<file path="src/rtl/data_mem_ctrl.sv">
// Data-memory controller: wait-state sequenced single-port RAM access with registered read data.
// Optional sticky out-of-range flag AddrErr is enabled by defining MEM_BOUNDS_CHECK_EN.
module data_mem_ctrl #(
   parameter int WIDTH       = 8,
   parameter int ADDR_W      = 8,
   parameter int DEPTH       = 256,
   parameter int WAIT_CYCLES = 2
) (
   input  logic              Clk,
   input  logic              Rst,
   input  logic [ADDR_W-1:0] ARout,
   input  logic [WIDTH-1:0]  BusOut,
   input  logic              MemRd,
   input  logic              MemWr,
   output logic [WIDTH-1:0]  DataOut,
   output logic              Busy,
   output logic              Done
`ifdef MEM_BOUNDS_CHECK_EN
   ,output logic             AddrErr
`endif
);

   typedef enum logic [1:0] {
      S_IDLE,
      S_WAIT,
      S_ACCESS,
      S_DONE
   } state_t;

   localparam logic [3:0] WAIT_INIT = 4'(WAIT_CYCLES);

   state_t            state_q;
   logic [3:0]        waitCnt_q;
   logic [ADDR_W-1:0] addr_q;
   logic [WIDTH-1:0]  wdata_q;
   logic [WIDTH-1:0]  dataOut_q;
   logic              isWrite_q;
   logic              busy_q;
   logic              done_q;
`ifdef MEM_BOUNDS_CHECK_EN
   logic              addrErr_q;
`endif

   logic [WIDTH-1:0]  mem [DEPTH];

   logic              addrInRange_d;
   logic              reqInRange_d;
   logic              ramWrEn_d;

   always_comb begin
      addrInRange_d = int'(addr_q) < DEPTH;
      reqInRange_d  = int'(ARout) < DEPTH;
      ramWrEn_d     = !Rst && (state_q == S_ACCESS) && isWrite_q && addrInRange_d;
   end

   // RAM contents survive reset; the write enable is blocked by Rst so an aborted write never lands.
   always_ff @(posedge Clk) begin
      if (ramWrEn_d) begin
         mem[addr_q] <= wdata_q;
      end
   end

   always_ff @(posedge Clk) begin
      if (Rst) begin
         state_q   <= S_IDLE;
         waitCnt_q <= '0;
         addr_q    <= '0;
         wdata_q   <= '0;
         dataOut_q <= '0;
         isWrite_q <= 1'b0;
         busy_q    <= 1'b0;
         done_q    <= 1'b0;
`ifdef MEM_BOUNDS_CHECK_EN
         addrErr_q <= 1'b0;
`endif
      end else begin
         case (state_q)
            S_IDLE: begin
               done_q <= 1'b0;
               if (MemRd || MemWr) begin
                  // Write wins a collision; address and data are frozen here for the whole access.
                  addr_q    <= ARout;
                  wdata_q   <= BusOut;
                  isWrite_q <= MemWr;
                  busy_q    <= 1'b1;
`ifdef MEM_BOUNDS_CHECK_EN
                  if (reqInRange_d) begin
                     addrErr_q <= 1'b0;
                  end
`endif
                  if (WAIT_CYCLES == 0) begin
                     state_q   <= S_ACCESS;
                     waitCnt_q <= '0;
                  end else begin
                     state_q   <= S_WAIT;
                     waitCnt_q <= WAIT_INIT;
                  end
               end
            end
            S_WAIT: begin
               if (waitCnt_q == 4'd1) begin
                  state_q   <= S_ACCESS;
                  waitCnt_q <= '0;
               end else begin
                  waitCnt_q <= waitCnt_q - 4'd1;
               end
            end
            S_ACCESS: begin
               state_q <= S_DONE;
               busy_q  <= 1'b0;
               done_q  <= 1'b1;
               if (!isWrite_q) begin
                  dataOut_q <= addrInRange_d ? mem[addr_q] : '0;
               end
`ifdef MEM_BOUNDS_CHECK_EN
               if (!addrInRange_d) begin
                  addrErr_q <= 1'b1;
               end
`endif
            end
            S_DONE: begin
               state_q <= S_IDLE;
               done_q  <= 1'b0;
            end
            default: begin
               state_q <= S_IDLE;
               busy_q  <= 1'b0;
               done_q  <= 1'b0;
            end
         endcase
      end
   end

   always_comb begin
      DataOut = dataOut_q;
      Busy    = busy_q;
      Done    = done_q;
`ifdef MEM_BOUNDS_CHECK_EN
      AddrErr = addrErr_q;
`endif
   end

endmodule

</file>
<file path="config.mk">
export PLATFORM = sky130hd
export DESIGN_NAME = data_mem_ctrl
export DESIGN_NICKNAME = d
export VERILOG_FILES = /design/src/rtl/data_mem_ctrl.sv
export SDC_FILE = /design/constraint.sdc
export NUM_CORES = 2
export LEC_CHECK = 0
export ABC_AREA = 1
export BUFFER_PORTS_ARGS = -buffer_cell sky130_fd_sc_hd__buf_2
export CORE_MARGIN = 2
export CORE_UTILIZATION = 60
export CTS_CLUSTER_SIZE = 20
export DETAILED_ROUTE_END_ITERATION = 8
export PLACE_DENSITY = 0.76
export SLEW_MARGIN = 10
export SYNTH_ARGS = -nofsm -noshare
export SYNTH_HDL_FRONTEND = slang
export SYNTH_SLANG_ARGS = --single-unit
</file>
<file path="constraint.sdc">
create_clock -name Clk -period 4.85 [get_ports Clk]
set_input_delay 1.2125 -clock Clk [delete_from_list [all_inputs] [get_ports Clk]]
set_output_delay 1.2125 -clock Clk [all_outputs]
set_load 0.01 [all_outputs]
</file>
==> key figures <==
Final layout
  – Share of cells above drive strength 1: 0.0509
  – Fillers: roughly 10,000
  – Synthesis-to-finish area growth: 9.46%
  – Nets: 7,773
  – Most frequent cells in the layout: nand2_1, edfxtp_1, nor2_1, clkbuf_16, nand3_1
  – Commonest non-fill, non-tap cell in the layout: nand2_1

Logic synthesis
  – Top post-synthesis cells by area: edfxtp_1, nand2_1, nor2_1
  – Synth top area share: 0.724
  – Avg Inst Size Synth: 10.8 sq um
  – Cell count after synthesis: 7,844
  – Synthesis-stage register bit count: 2,081
  – Synth cell types: 24
  – Ys Warns: 0
  – Synthesized area: 84,900 sq um
  – Synth area leader: edfxtp_1
  – Part of the Yosys area used for sequential elements: 0.732
  – Syn_nets: 7,871

Floorplan
  – Rows: between 100 and 150
  – Die Y: 380 um
  – Die ar.: 145,000 sq um
  – IO Count: 30
  – Core area: 141,000 sq um
  – Die W: about 380 um
  – Initial Util: 0.602

Routing
  – Vias: 57,156
  – Routed len/inst: 22.6 um
  – DR iter-0 viols: around 7,600
  – ANT nets after route: 0
  – Final wirelength: roughly 220,000 um
  – First drt pass iteration count: 6
  – DRC violations left: 0
  – Via-per-instance ratio: between 5 and 6

Global route
  – GRT Util Overall: 0.305
  – First-pass GRT wire length: 331,000 um
  – Largest net degree at the start of global routing: 224
  – Number of global-route vias before repair: between 50,000 and 60,000
  – Global route overflow: 0
  – Initial antenna violation count: 10

Clock network
  – Clock-pin transition on the worst setup and hold timing paths: 60 ps
  – Post_cts resized: 0
  – Clock Tree Buf Depth: 3
  – CTS Root Cell: clkbuf_16
  – Num CTS Buffers: a little under 200
  – TritonCTS clock tree: done
  – Clk_lat worst skew: 840 ps
  – H-tree depth: 4
  – CTS sink cnt: 2,081
  – # hold bufs at CTS: 0
  – Post-CTS Setup Repair Bufs: 0

Placement
  – Final HPWL DP: around 120,000 um
  – Post-Place Setup Slack: 1130 ps
  – Gp weighted congestion: 0.902
  – I/O Buffers: 29

Setup path
  – Crit end category: flop
  – Flop2flop setup slack: 960 ps
  – Crit path from: addr_q[1]
  – Worst path max stage delay: 640 ps
  – RR Endpoint: DataOut[5]
  – Worst endpoint data arrival time: between 4000 and 5000 ps
  – Kind of critical path: flop to flop
  – FF-to-FF Start: addr_q[1]
  – Worst path slowest cell: buf_12
  – Most used cell, CP: nand2_1
  – Crit start category: flop
  – Worst Path Required: 5610 ps
  – Register-to-Register Path Depth: 16
  – Critical Path Fanout Max: approximately 140
  – CP Cell Sequence: buf_12 > nand2_1 > inv_8 > buf_4 > nand2_1 > nand4_1 > nand2_1 > nand2_1 > nor2_1 > nor2_1 > nor2_1 > nand2_1 > nand2_1 > nand2_1 > nor2_1 > nor2_1

Timing
  – Worst-Margin Slew: 1680 ps
  – Slew HR: -0.118
  – Unrepaired setup endpoints after global routing: no
  – Final worst slack: between 900 and 1000 ps
  – Final Setup Violations: 0
  – Setup_tns: 0 ps
  – Fmax: 257 MHz
  – Fin crit share: 0.803
  – Clk_skew: 33.1 ps
  – Tmin final: ~3900 ps
  – Final hold violations: 0
  – Max Slew Vio Count: 84

Min path
  – Hold Path Stages: 2
  – Min-Delay Startpoint: Done
  – Hold EP: Done
  – HP Class: flop to flop

Power and ir drop
  – PwrDens: 531 nW/um^2
  – VDD IR max: between 0.0004 and 0.0005 V
  – Power, Total: approximately 49 mW
  – Pleak: 35.6 nW

Flow run
  – Max Cap Viol: 0

Outcome
  – Violated checks: max-slew violations
  – Status: finished, violations left
## worst max-delay path, delay by kind of cell, from the launching register on
family / cells / cell delay [ps]
buf+inv: 3 / 1640
flops: 1 / 390
simple gates: 13 / 1700
## metal layers
layer  global-route usage  up-vias  share of wire
li1                     -    25805              -
met1                0.409    27179           0.37
met2                0.474     3542           0.46
met3               0.0691      620           0.12
met4                0.151       10          0.051
met5                    0        -        0.00031
## synth_stat cells, drive strengths merged
cell    count
inv        52
nand3     134
nand2    4196
clkbuf    160
or2         2
nand4      93
o21ai     130
buf       248
o221a       1
nor2      630
edfxtp   2048
ha          7
xor2        2
a21oi     105
a211oi      1
a31oi       1
dfxtp      33
nor3        1
## power by group
group          total, mW  internal, mW  switching [mW]
combinational       12.2          2.72            9.47
sequential          22.0          21.4           0.547
clock               15.1          8.58            6.54
total               49.3          32.7            16.6
## stage by stage
| stage | hold slack [ps] | util | std cells | instance area (sq um) |
|---|---|---|---|---|
| after global routing | 497 | 0.659 | 9803 | 92900 |
| final | 461 | 0.659 | 9805 | 92900 |
| after detailed placement | 450 | 0.614 | 9438 | 86600 |
| after CTS | 459 | 0.659 | 9803 | 92900 |
| after global placement | 461 | 0.614 | 9438 | 86600 |
| after floorplan | 468 | - | 7844 | 84900 |
## sequential cells by signal, indices dropped and copies added (netlist names)
signal / flops
Busy: 1
DataOut: 8
Done: 1
addr_q: 8
isWrite_q: 1
mem: 2048
state_q: 2
waitCnt_q: 4
wdata_q: 8
## cell type report
cell class,instances,area (sq um),share of cell area
Sequential cell,2081,62200,0.669
Multi-Input combinational cell,5303,20700,0.223
Clock buffer,262,5270,0.0567
Tap cell,1890,2360,0.0255
Timing Repair Buffer,112,1110,0.0119
Clock inverter,103,1020,0.0110
Inverter,52,220,0.00237
Antenna cell,2,5.00,0.0000539
## logic make-up (layout without fill, tap and decap cells)
logic type	count (synthesis)	after routing	synth area share
flops	2081	2081	0.732
buf+inv	460	529	0.0240
other cells	0	2	0
fa+ha+maj	7	7	0.00103
xor+xnor	2	2	0.000206
compound gates	238	238	0.0142
simple gates	5056	5056	0.228
## worst max-delay path by stage
stage            endpoint  slack [ps]
4_1_cts        DataOut[5]        1080
2_1_floorplan   mem[0][0]         600
3_5_place_dp   DataOut[5]        1130
6_report       DataOut[5]         960
3_3_place_gp   DataOut[5]        1090
5_1_grt        DataOut[5]         850
Note: power is estimated with default switching activity, not from simulation.
